## src/rtl/value_change_recorder_pkg.sv

```systemverilog
// Shared definitions for the value change recorder: FSM state encodings and
// record field offsets within rd_data = {lost, timestamp, mask, value}.
package value_change_recorder_pkg;

    typedef enum logic [1:0] {
        ST_OFF  = 2'd0,
        ST_SNAP = 2'd1,
        ST_ON   = 2'd2
    } vcr_state_e;

    function automatic int unsigned vcr_rec_width(input int unsigned nsig, input int unsigned tw);
        return tw + 2 * nsig + 1;
    endfunction

    function automatic int unsigned vcr_value_ofs(input int unsigned nsig);
        return 0 * nsig;
    endfunction

    function automatic int unsigned vcr_mask_ofs(input int unsigned nsig);
        return nsig;
    endfunction

    function automatic int unsigned vcr_ts_ofs(input int unsigned nsig);
        return 2 * nsig;
    endfunction

    function automatic int unsigned vcr_lost_ofs(input int unsigned nsig, input int unsigned tw);
        return 2 * nsig + tw;
    endfunction

endpackage

```

## src/rtl/vcr_fifo.sv

```systemverilog
// Synchronous first-word-fall-through FIFO for change records. Head is visible
// on dout whenever not empty; dout reads as zero while empty.
module vcr_fifo #(
    parameter int WIDTH = 8,
    parameter int DEPTH = 16
) (
    input  logic                       clk,
    input  logic                       rst_n,
    input  logic                       push,
    input  logic [WIDTH-1:0]           din,
    input  logic                       pop,
    output logic [WIDTH-1:0]           dout,
    output logic                       empty,
    output logic                       full,
    output logic [$clog2(DEPTH):0]     level
);

    localparam int AW = $clog2(DEPTH);
    localparam int LW = AW + 1;

    logic [WIDTH-1:0] mem_r [DEPTH];
    logic [AW-1:0]    wr_ptr_r;
    logic [AW-1:0]    rd_ptr_r;
    logic [LW-1:0]    count_r;
    logic             pop_ok_s;
    logic             push_ok_s;

    assign empty     = (count_r == LW'(0));
    assign full      = (count_r == LW'(DEPTH));
    assign level     = count_r;
    // A pop on a full FIFO frees the slot the same edge, so the push may proceed.
    assign pop_ok_s  = pop && !empty;
    assign push_ok_s = push && (!full || pop_ok_s);

    // Head-of-queue presentation, forced to zero when nothing is stored.
    always_comb begin
        dout = '0;
        if (!empty) begin
            dout = mem_r[rd_ptr_r];
        end else begin
            dout = '0;
        end
    end

    // Record storage; contents are don't-care until written.
    always_ff @(posedge clk) begin
        if (push_ok_s) begin
            mem_r[wr_ptr_r] <= din;
        end
    end

    // Pointer and occupancy bookkeeping.
    always_ff @(posedge clk or negedge rst_n) begin
        if (!rst_n) begin
            wr_ptr_r <= '0;
            rd_ptr_r <= '0;
            count_r  <= '0;
        end else begin
            if (push_ok_s) begin
                wr_ptr_r <= wr_ptr_r + AW'(1);
            end
            if (pop_ok_s) begin
                rd_ptr_r <= rd_ptr_r + AW'(1);
            end
            case ({push_ok_s, pop_ok_s})
                2'b10:   count_r <= count_r + LW'(1);
                2'b01:   count_r <= count_r - LW'(1);
                default: count_r <= count_r;
            endcase
        end
    end

endmodule

```

## src/rtl/value_change_recorder.sv

```systemverilog
// Waveform capture stage: emits timestamped change records and a full snapshot
// on each enable. Optional sticky lost flag under macro VCR_LOST_FLAG_EN.
module value_change_recorder
    import value_change_recorder_pkg::*;
#(
    parameter int NSIG  = 8,
    parameter int TW    = 32,
    parameter int DEPTH = 16,
    parameter int DW    = 16
) (
    input  logic                        clk,
    input  logic                        rst_n,
    input  logic                        rec_en,
    input  logic [NSIG-1:0]             sig_in,
    input  logic                        rd_en,
    output logic                        rd_valid,
    output logic [TW+2*NSIG:0]          rd_data,
    output logic                        full,
    output logic [$clog2(DEPTH):0]      level,
    output logic [DW-1:0]               drop_cnt
);

    localparam int RW       = vcr_rec_width(NSIG, TW);
    localparam int VAL_OFS  = vcr_value_ofs(NSIG);
    localparam int MASK_OFS = vcr_mask_ofs(NSIG);
    localparam int TS_OFS   = vcr_ts_ofs(NSIG);
    localparam int LOST_OFS = vcr_lost_ofs(NSIG, TW);

    vcr_state_e       state_r;
    vcr_state_e       state_s;
    logic [TW-1:0]    ts_r;
    logic [NSIG-1:0]  last_r;
    logic [DW-1:0]    drop_cnt_r;
    logic             want_s;
    logic             is_change_s;
    logic [NSIG-1:0]  mask_s;
    logic             accept_s;
    logic             drop_s;
    logic             pop_s;
    logic             empty_s;
    logic             full_s;
    logic             lost_s;
    logic [RW-1:0]    rec_s;

    assign pop_s    = rd_en && !empty_s;
    assign accept_s = want_s && (!full_s || pop_s);
    // Only change records are ever counted as lost; snapshots retry instead.
    assign drop_s   = want_s && is_change_s && !accept_s;

`ifdef VCR_LOST_FLAG_EN
    logic lost_r;

    // Sticky loss marker, handed to the next record that makes it in.
    always_ff @(posedge clk or negedge rst_n) begin
        if (!rst_n) begin
            lost_r <= 1'b0;
        end else if (drop_s) begin
            lost_r <= 1'b1;
        end else if (accept_s) begin
            lost_r <= 1'b0;
        end
    end

    assign lost_s = lost_r;
`else
    assign lost_s = 1'b0;
`endif

    // Record write decision and next state.
    always_comb begin
        state_s     = state_r;
        want_s      = 1'b0;
        is_change_s = 1'b0;
        mask_s      = '0;
        case (state_r)
            ST_OFF, ST_SNAP: begin
                if (rec_en) begin
                    want_s  = 1'b1;
                    mask_s  = '1;
                    state_s = accept_s ? ST_ON : ST_SNAP;
                end else begin
                    state_s = ST_OFF;
                end
            end
            ST_ON: begin
                if (!rec_en) begin
                    state_s = ST_OFF;
                end else if (sig_in != last_r) begin
                    want_s      = 1'b1;
                    is_change_s = 1'b1;
                    mask_s      = sig_in ^ last_r;
                end else begin
                    state_s = ST_ON;
                end
            end
            default: begin
                state_s = ST_OFF;
            end
        endcase
    end

    // Record packing.
    always_comb begin
        rec_s                            = '0;
        rec_s[VAL_OFS +: NSIG]           = sig_in;
        rec_s[MASK_OFS +: NSIG]          = mask_s;
        rec_s[TS_OFS +: TW]              = ts_r;
        rec_s[LOST_OFS]                  = lost_s;
    end

    // Timestamp, previous sample, FSM state and saturating drop counter.
    always_ff @(posedge clk or negedge rst_n) begin
        if (!rst_n) begin
            ts_r       <= '0;
            last_r     <= '0;
            state_r    <= ST_OFF;
            drop_cnt_r <= '0;
        end else begin
            ts_r    <= ts_r + TW'(1);
            last_r  <= sig_in;
            state_r <= state_s;
            if (drop_s && (drop_cnt_r != {DW{1'b1}})) begin
                drop_cnt_r <= drop_cnt_r + DW'(1);
            end
        end
    end

    vcr_fifo #(
        .WIDTH (RW),
        .DEPTH (DEPTH)
    ) u_fifo (
        .clk   (clk),
        .rst_n (rst_n),
        .push  (accept_s),
        .din   (rec_s),
        .pop   (pop_s),
        .dout  (rd_data),
        .empty (empty_s),
        .full  (full_s),
        .level (level)
    );

    assign rd_valid = !empty_s;
    assign full     = full_s;
    assign drop_cnt = drop_cnt_r;

endmodule

```

## config.mk

```make
export PLATFORM = sky130hd
export DESIGN_NAME = value_change_recorder
export DESIGN_NICKNAME = d
export VERILOG_FILES = /design/src/rtl/value_change_recorder_pkg.sv /design/src/rtl/vcr_fifo.sv /design/src/rtl/value_change_recorder.sv
export SDC_FILE = /design/constraint.sdc
export NUM_CORES = 1
export LEC_CHECK = 0
export BUFFER_PORTS_ARGS = -buffer_cell sky130_fd_sc_hd__buf_2
export CORE_MARGIN = 2
export CORE_UTILIZATION = 45
export DETAILED_ROUTE_END_ITERATION = 7
export PLACE_DENSITY = 0.63
export SETUP_SLACK_MARGIN = 0.05
export SLEW_MARGIN = 25
export SYNTH_ARGS = -nofsm -noshare
export SYNTH_HDL_FRONTEND = slang
export SYNTH_SLANG_ARGS = --single-unit
```

## constraint.sdc

```tcl
create_clock -name clk -period 6.5 [get_ports clk]
set_input_delay 0.65 -clock clk [delete_from_list [all_inputs] [get_ports clk]]
set_output_delay 0.65 -clock clk [all_outputs]
set_load 0.02 [all_outputs]
```

==> Flow_metrics.wiki, run 1 <==
{| class="wikitable"
! Metric !! Value
|-
| Run status || finished clean
|-
| Multi-input combinational cell area || a little under 0.008 sq mm
|-
| Destination of the worst register-to-register timing path || u_fifo.level[4]$_DFFE_PN0P_
|-
| Final Wtd Congestion || roughly 0.76
|-
| Max-Cap Viols || 0
|-
| H-tree depth || 3
|-
| Library cell occupying the most area in the post-synthesis netlist || edfxtp_1
|-
| Finished Layout Cells || around 2.6k
|-
| Maximum count of clock buffers along a single path || 3
|-
| Part of the Yosys area used for sequential elements || 0.753
|-
| Count of TritonRoute iterations in the first routing pass || 5
|-
| Main combinational cell family by area after synthesis || multiplexers
|-
| CTS tree || built
|-
| Number of nets in the layout || about 1.6k
|-
| CTS Sinks || between 800 and 900
|-
| Power Dens Cells || between 400 and 500 mW/mm^2
|-
| Global Route Usage Sum || 0.190
|-
| Summed area of non-filler cells in the final layout || about 0.037 sq mm
|-
| Final clock period utilization by the worst path || 0.685
|-
| Final Hold Violating Endpoints || 0
|-
| Std-Cell Rows || between 90 and 100
|-
| Largest driver fanout on the critical path || 64
|-
| Area of the die || ~0.076 sq mm
|-
| Syn_area_per_cell || about 23 sq um
|-
| Final Max Slew Viols || 0
|-
| Xor/xnor cell area share of the yosys netlist || 0.0167
|-
| Number of antenna diodes || 0
|-
| Count of synthesis-stage warnings from yosys || 0
|-
| Port Buffer Count || ~80
|-
| Mux share of post-synthesis cell area || 0.173
|-
| Syn Inst Count || between 1k and 1.5k
|-
| DP HPWL || between 30,000 and 40,000 microns
|-
| CP top delay family || flip-flops
|-
| Critical Path Start Type || register
|-
| Most common cell after layout, fill and taps aside || edfxtp_1
|-
| Number of resized instances in the post-cts repair step || 0
|-
| Cell Chain, Critical Path || buf_4 > mux4_1 > mux4_2 > and2_1 > buf_2
|-
| Count of unique library cells instantiated by Yosys || 49
|-
| Number of filler cells placed in the layout || approximately 5.7k
|-
| Post-synthesis compound-gate area fraction || 0.00512
|-
| Root Buffer Master || clkbuf_16
|-
| Worst slack on hold paths || between 7 and 8 ps
|-
| Total Neg Setup Slack || 0 ps
|-
| Simple-Gate Fraction of Synth Area || 0.0321
|-
| Endpoints failing setup || 0
|-
| Path class of the lowest-slack min-delay path || input pin to asynchronous set/reset pin
|-
| Most frequent cells in the layout || edfxtp_1, mux4_2, clkbuf_16, buf_2, dfrtp_1
|-
| Postcts setup bufs || 0
|-
| Worst R2R Setup Slack || around 3000 ps
|-
| Static Leak || 0.0130 uW
|-
| Max incr delay on CP || between 1000 and 1500 ps
|-
| Top_reg_cell synth || edfxtp_1
|-
| Fmax achieved || 225 MHz
|-
| Data arrival time of the worst path || between 3000 and 4000 ps
|-
| Critical register-to-register path startpoint || state_r[0]$_DFFE_PN0P_
|-
| Worst vdd ir || 0.000279 V
|-
| Area after detailed placement || between 0.03 and 0.04 sq mm
|-
| Post-synth net total || 1,464
|-
| Area overhead of the layout relative to synthesis || 13.3%
|-
| Clock period minus worst slack || around 4500 ps
|-
| First-pass GRT wire length || ~100,000 microns
|-
| Number of vias after detailed routing || ~15k
|-
| Nature of the critical path endpoint || output pin
|-
| Detailed-route wire length per cell || approximately 27 microns
|-
| Headroom to the max-slew limit || 0.322
|-
| Cts hold-fix bufs || 0
|-
| Starting Density || 0.453
|-
| Critical path buffers and inverters || 2
|-
| Area used by sequential logic in the layout || ~0.025 sq mm
|-
| Number of flops mapped to enable cells by yosys || 768
|-
| Area of the core || approximately 0.073 sq mm
|-
| Largest cells by area after synthesis || edfxtp_1, mux4_2, dfrtp_1
|-
| Die width || between 200 and 300 microns
|-
| Maximum number of pins on one net before global-route repair || 73
|-
| Worst-margin pin slew || slightly above 1000 ps
|-
| Worst path slowest cell || dfrtp_4
|-
| Max Clock Skew || roughly 25 ps
|-
| Top Ports || 84
|-
| Unrepaired setup endpoints after global routing || no
|-
| Syn Std Cell Area || about 0.033 sq mm
|-
| Length in cells of the worst reg-to-reg path || 12
|-
| DRC errors left || 0
|-
| Initial antenna violation count || 1
|-
| Number of antenna-violating nets in the routed design || 0
|-
| Detailed Route WL || about 70,000 microns
|-
| CTS buffer count || slightly above 80
|-
| Placed Instances || 2,442
|-
| Final core utilization || 0.513
|-
| Proportion of layout cells with a drive suffix above 1 || 0.276
|-
| Vertical die dimension || 275 microns
|-
| Fraction of the mapped netlist area in adder cells || 0.00417
|-
| Via-to-Cell Ratio || approximately 5.8
|-
| Clock-pin slew on the worst setup and hold paths || 60 ps
|-
| Clock latency on the worst-skew pair || 630 ps
|-
| Worst Path Required || ~6000 ps
|-
| Worst setup path category || register to output pin
|-
| Total gr overflow || 0
|-
| DRC marker count from the first detailed-route iteration || between 1k and 1.5k
|-
| Number of synthesized register bits || roughly 840
|-
| Via count of the first global-routing pass || roughly 16k
|-
| Async set-or-reset flop fraction in the synthesized netlist || 0.0846
|-
| Area share of the leading cell type in the synthesized netlist || 0.699
|}
## state kept, by name, summed over array words and instances (netlist names)
register	flops
drop_cnt	16
last_r	8
state_r	2
ts_r	32
u_fifo.level	5
u_fifo.mem_r	768
u_fifo.rd_ptr_r	4
u_fifo.wr_ptr_r	4
## per-stage QoR
stage	setup slack, ps	total power, uW
floorplan	3130	9780
global placement	2400	11000
detailed placement	2350	11000
CTS	1990	16100
global route	1870	16500
finish	2050	15800
## cells by family after synthesis
logic type / after synthesis
adders and majority gates: 11
buffers and inverters: 77
AOI/OAI and AO/OA: 27
and+or+nand+nor: 178
muxes: 245
xor gates and xnor gates: 63
other: 1
DFF: 839
## where the power goes
part	total, uW	internal (uW)	switching [uW]
clock	5030	3050	1980
combinational	4150	1960	2190
sequential	6670	6310	362
total	15800	11300	4520
## per-layer routing
metal	vias to the layer above	share of wire	GRT usage	wire length, microns
met5	-	0	0	0
met4	0	0.019	0.0531	1330
met3	89	0.045	0.0276	3190
met2	381	0.50	0.308	35000
met1	8164	0.44	0.273	30700
li1	6331	-	-	-
## worst max path at each step
stage	end	slack [ps]	start	cells past startpoint
after floorplan	u_fifo.level[4]$_DFFE_PN0P_	3130	u_fifo.level[1]$_DFFE_PN0P_	16
after global placement	u_fifo.level[4]$_DFFE_PN0P_	2400	sig_in[2]	14
after detailed placement	u_fifo.level[4]$_DFFE_PN0P_	2350	sig_in[2]	14
after CTS	rd_data[10]	1990	u_fifo.rd_ptr_r[0]$_DFFE_PN0P_	5
after global routing	rd_data[10]	1870	u_fifo.rd_ptr_r[0]$_DFFE_PN0P_	5
final	rd_data[2]	2050	u_fifo.rd_ptr_r[1]$_DFFE_PN0P_	5
## Yosys cell counts (all sizes together) (5+ instances only)
library cell,number
inv,6
clkbuf,34
o21ai,13
nand2,16
edfxtp,768
dfrtp,71
nand3,27
xor2,17
buf,37
nor3,7
nor2,9
and3,24
and4,7
nand4,15
mux2,5
and2,61
xnor2,46
ha,11
mux4,240
## worst reg2reg max path, delay by kind of cell (launching register included)
kind / cells / cell delay [ps]
xor gates and xnor gates: 2 / 360
buffers and inverters: 2 / 210
adders and majority gates: 2 / 580
DFF: 1 / 440
AOI/OAI and AO/OA: 5 / 1510
and+or+nand+nor: 1 / 390
## cell type report
cell class	count	share of cell area
timing repair buffer	114	0.0193
clock inverter	42	0.0157
tap	959	0.0321
sequential	839	0.665
clock buffer	108	0.0614
inverter	6	0.000602
multi-input combinational	525	0.206
No activity file was read; power rests on OpenSTA's default activity.
==> run 2, diff against run 1 <==
==> constraint.sdc (replaced) <==
create_clock -name clk -period 4.6 [get_ports clk]
set_input_delay 0.46 -clock clk [delete_from_list [all_inputs] [get_ports clk]]
set_output_delay 0.46 -clock clk [all_outputs]
set_load 0.02 [all_outputs]
==> Flow_metrics.wiki, run 2 (synthesized netlist as in run 1, its figures left out) <==
{| class="wikitable"
! Metric !! Value
|-
| Clock-pin slew on the worst setup and hold paths || approximately 60 ps
|-
| Clock latency on the worst-skew pair || ~630 ps
|-
| Most frequent cells in the layout || edfxtp_1, mux4_2, clkbuf_16, buf_2, dfrtp_1
|-
| Path class of the lowest-slack min-delay path || input pin to register
|-
| Critical Path Start Type || register
|-
| Final clock period utilization by the worst path || 0.834
|-
| Number of antenna diodes || 0
|-
| Worst R2R Setup Slack || roughly 1200 ps
|-
| Number of antenna-violating nets in the routed design || 0
|-
| Via count of the first global-routing pass || 15.9k
|-
| Data arrival time of the worst path || 3380 ps
|-
| Unrepaired setup endpoints after global routing || no
|-
| Area overhead of the layout relative to synthesis || 13.5%
|-
| DRC marker count from the first detailed-route iteration || approximately 1.4k
|-
| Most flops, register || u_fifo.mem_r
|-
| Maximum count of clock buffers along a single path || 3
|-
| Maximum number of pins on one net before global-route repair || roughly 100
|-
| Routed length on met3 || approximately 3500 microns
|-
| Fin worst setup slack || 762 ps
|-
| Length in cells of the worst reg-to-reg path || 14
|-
| Area after detailed placement || about 0.035 sq mm
|-
| Nature of the critical path endpoint || output pin
|-
| Number of vias after detailed routing || roughly 15k
|-
| Port Buffer Count || around 80
|-
| Clock period minus worst slack || ~3800 ps
|-
| Vertical die dimension || roughly 270 microns
|-
| Global Route Usage Sum || 0.191
|-
| Top Ports || 84
|-
| CTS Sinks || roughly 840
|-
| DRC errors left || 0
|-
| Power Dens Cells || between 500 and 600 mW/mm^2
|-
| DP HPWL || 35,400 microns
|-
| Starting Density || 0.453
|-
| Final Max Slew Viols || 0
|-
| H-tree depth || 3
|-
| Final Wtd Congestion || 0.745
|-
| Via-to-Cell Ratio || 5.76
|-
| Std-Cell Rows || a little under 100
|-
| Post-route met1 wirelength || ~30,000 microns
|-
| Die width || approximately 270 microns
|-
| Total Neg Setup Slack || 0 ps
|-
| Largest driver fanout on the critical path || 56
|-
| Number of nets in the layout || ~1.6k
|-
| Worst setup path category || register to output pin
|-
| Final Hold Violating Endpoints || 0
|-
| Endpoints failing setup || 0
|-
| Number of resized instances in the post-cts repair step || 0
|-
| Worst-margin pin slew || between 1000 and 1500 ps
|-
| CTS buffer count || slightly above 80
|-
| Worst setup slack after placement || between 1000 and 1500 ps
|-
| Run status || finished clean
|-
| CTS tree || built
|-
| Detailed Route WL || 70,300 microns
|-
| Detailed-route wire length per cell || 27.1 microns
|-
| Area of the core || 0.0728 sq mm
|-
| Count of TritonRoute iterations in the first routing pass || 5
|-
| Proportion of layout cells with a drive suffix above 1 || 0.274
|-
| Max-Cap Viols || 0
|-
| Met2 WL post-DR || around 36,000 microns
|-
| Summed area of non-filler cells in the final layout || about 0.037 sq mm
|-
| Fmax achieved || 261 MHz
|-
| Highest routed layer || met5
|-
| Worst hold path stage count || 1
|-
| Most common cell after layout, fill and taps aside || edfxtp_1
|-
| Worst vdd ir || between 0.0003 and 0.0004 V
|-
| Number of flip-flops under the largest register name || 768
|-
| Static Leak || approximately 0.013 uW
|-
| Headroom to the max-slew limit || 0.298
|-
| Area of the die || about 0.076 sq mm
|-
| Worst Path Required || 4140 ps
|-
| Final core utilization || 0.514
|-
| First-pass GRT wire length || roughly 100,000 microns
|-
| Total gr overflow || 0
|-
| Max Clock Skew || 21.0 ps
|-
| Initial antenna violation count || 2
|-
| Root Buffer Master || clkbuf_16
|}
## run 2: cell types whose count changed in the layout (fill, tap and decap cells not counted), sizes merged
cell / before / now
bufinv: 14 / 12
dlygate4sd3: 0 / 1
inv: 9 / 7
clkinvlp: 5 / 1
clkbuf: 108 / 102
buf: 114 / 117
clkinv: 20 / 33
## run 2: worst max-delay path: stages (launching register included)
cell	delay, ps
dfrtp_4	770
buf_12	450
mux4_1	630
mux4_2	520
and2_1	170
buf_2	150
## run 2: layer usage
layer  GRT usage  vias up
li1            -     6336
met3      0.0293       86
met5           0        -
met1       0.259     8138
met4      0.0478        2
met2       0.326      402
## run 2: what timing repair did
item                      CTS  global route
hold buffers                1             0
setup buffers               0             0
hold endpoints to repair   36             0
## run 2: layout make-up
class / instances / area, sq um
inverters: 6 / 22.5
repair buffers: 118 / 901
clock buffers: 102 / 2260
multi-input cells: 525 / 7710
clock inverters: 47 / 523
fillers: 5655 / 35400
well taps: 959 / 1200
flip-flops and latches: 839 / 24900
## run 2: path summary, 6_finish.rpt
kind                                                     start                          end
worst min register to register         drop_cnt[9]$_DFFE_PN0P_      drop_cnt[9]$_DFFE_PN0P_
worst max-delay path            u_fifo.rd_ptr_r[0]$_DFFE_PN0P_                  rd_data[43]
min in group asynchronous                                rst_n  u_fifo.level[2]$_DFFE_PN0P_
max in group asynchronous                                rst_n           ts_r[15]$_DFF_PN0_
worst max register to register     u_fifo.level[1]$_DFFE_PN0P_  u_fifo.level[4]$_DFFE_PN0P_
worst min-delay path                                 sig_in[3]          last_r[3]$_DFF_PN0_
## run 2: power breakdown
group / internal (uW) / switching, uW / total [uW]
sequential: 8920 / 433 / 9350
combinational: 2820 / 3160 / 5980
clock: 4150 / 2750 / 6910
total: 15900 / 6340 / 22200
## run 2: through the flow
| step | power (uW) | instances | hold WS (ps) |
|---|---|---|---|
| floorplan | 13800 | 1441 | 164 |
| global placement | 15600 | 2442 | 473 |
| detailed placement | 15600 | 2444 | 484 |
| CTS | 22500 | 2594 | 82.2 |
| global route | 23100 | 2596 | 109 |
| finish | 22200 | 2596 | 110 |
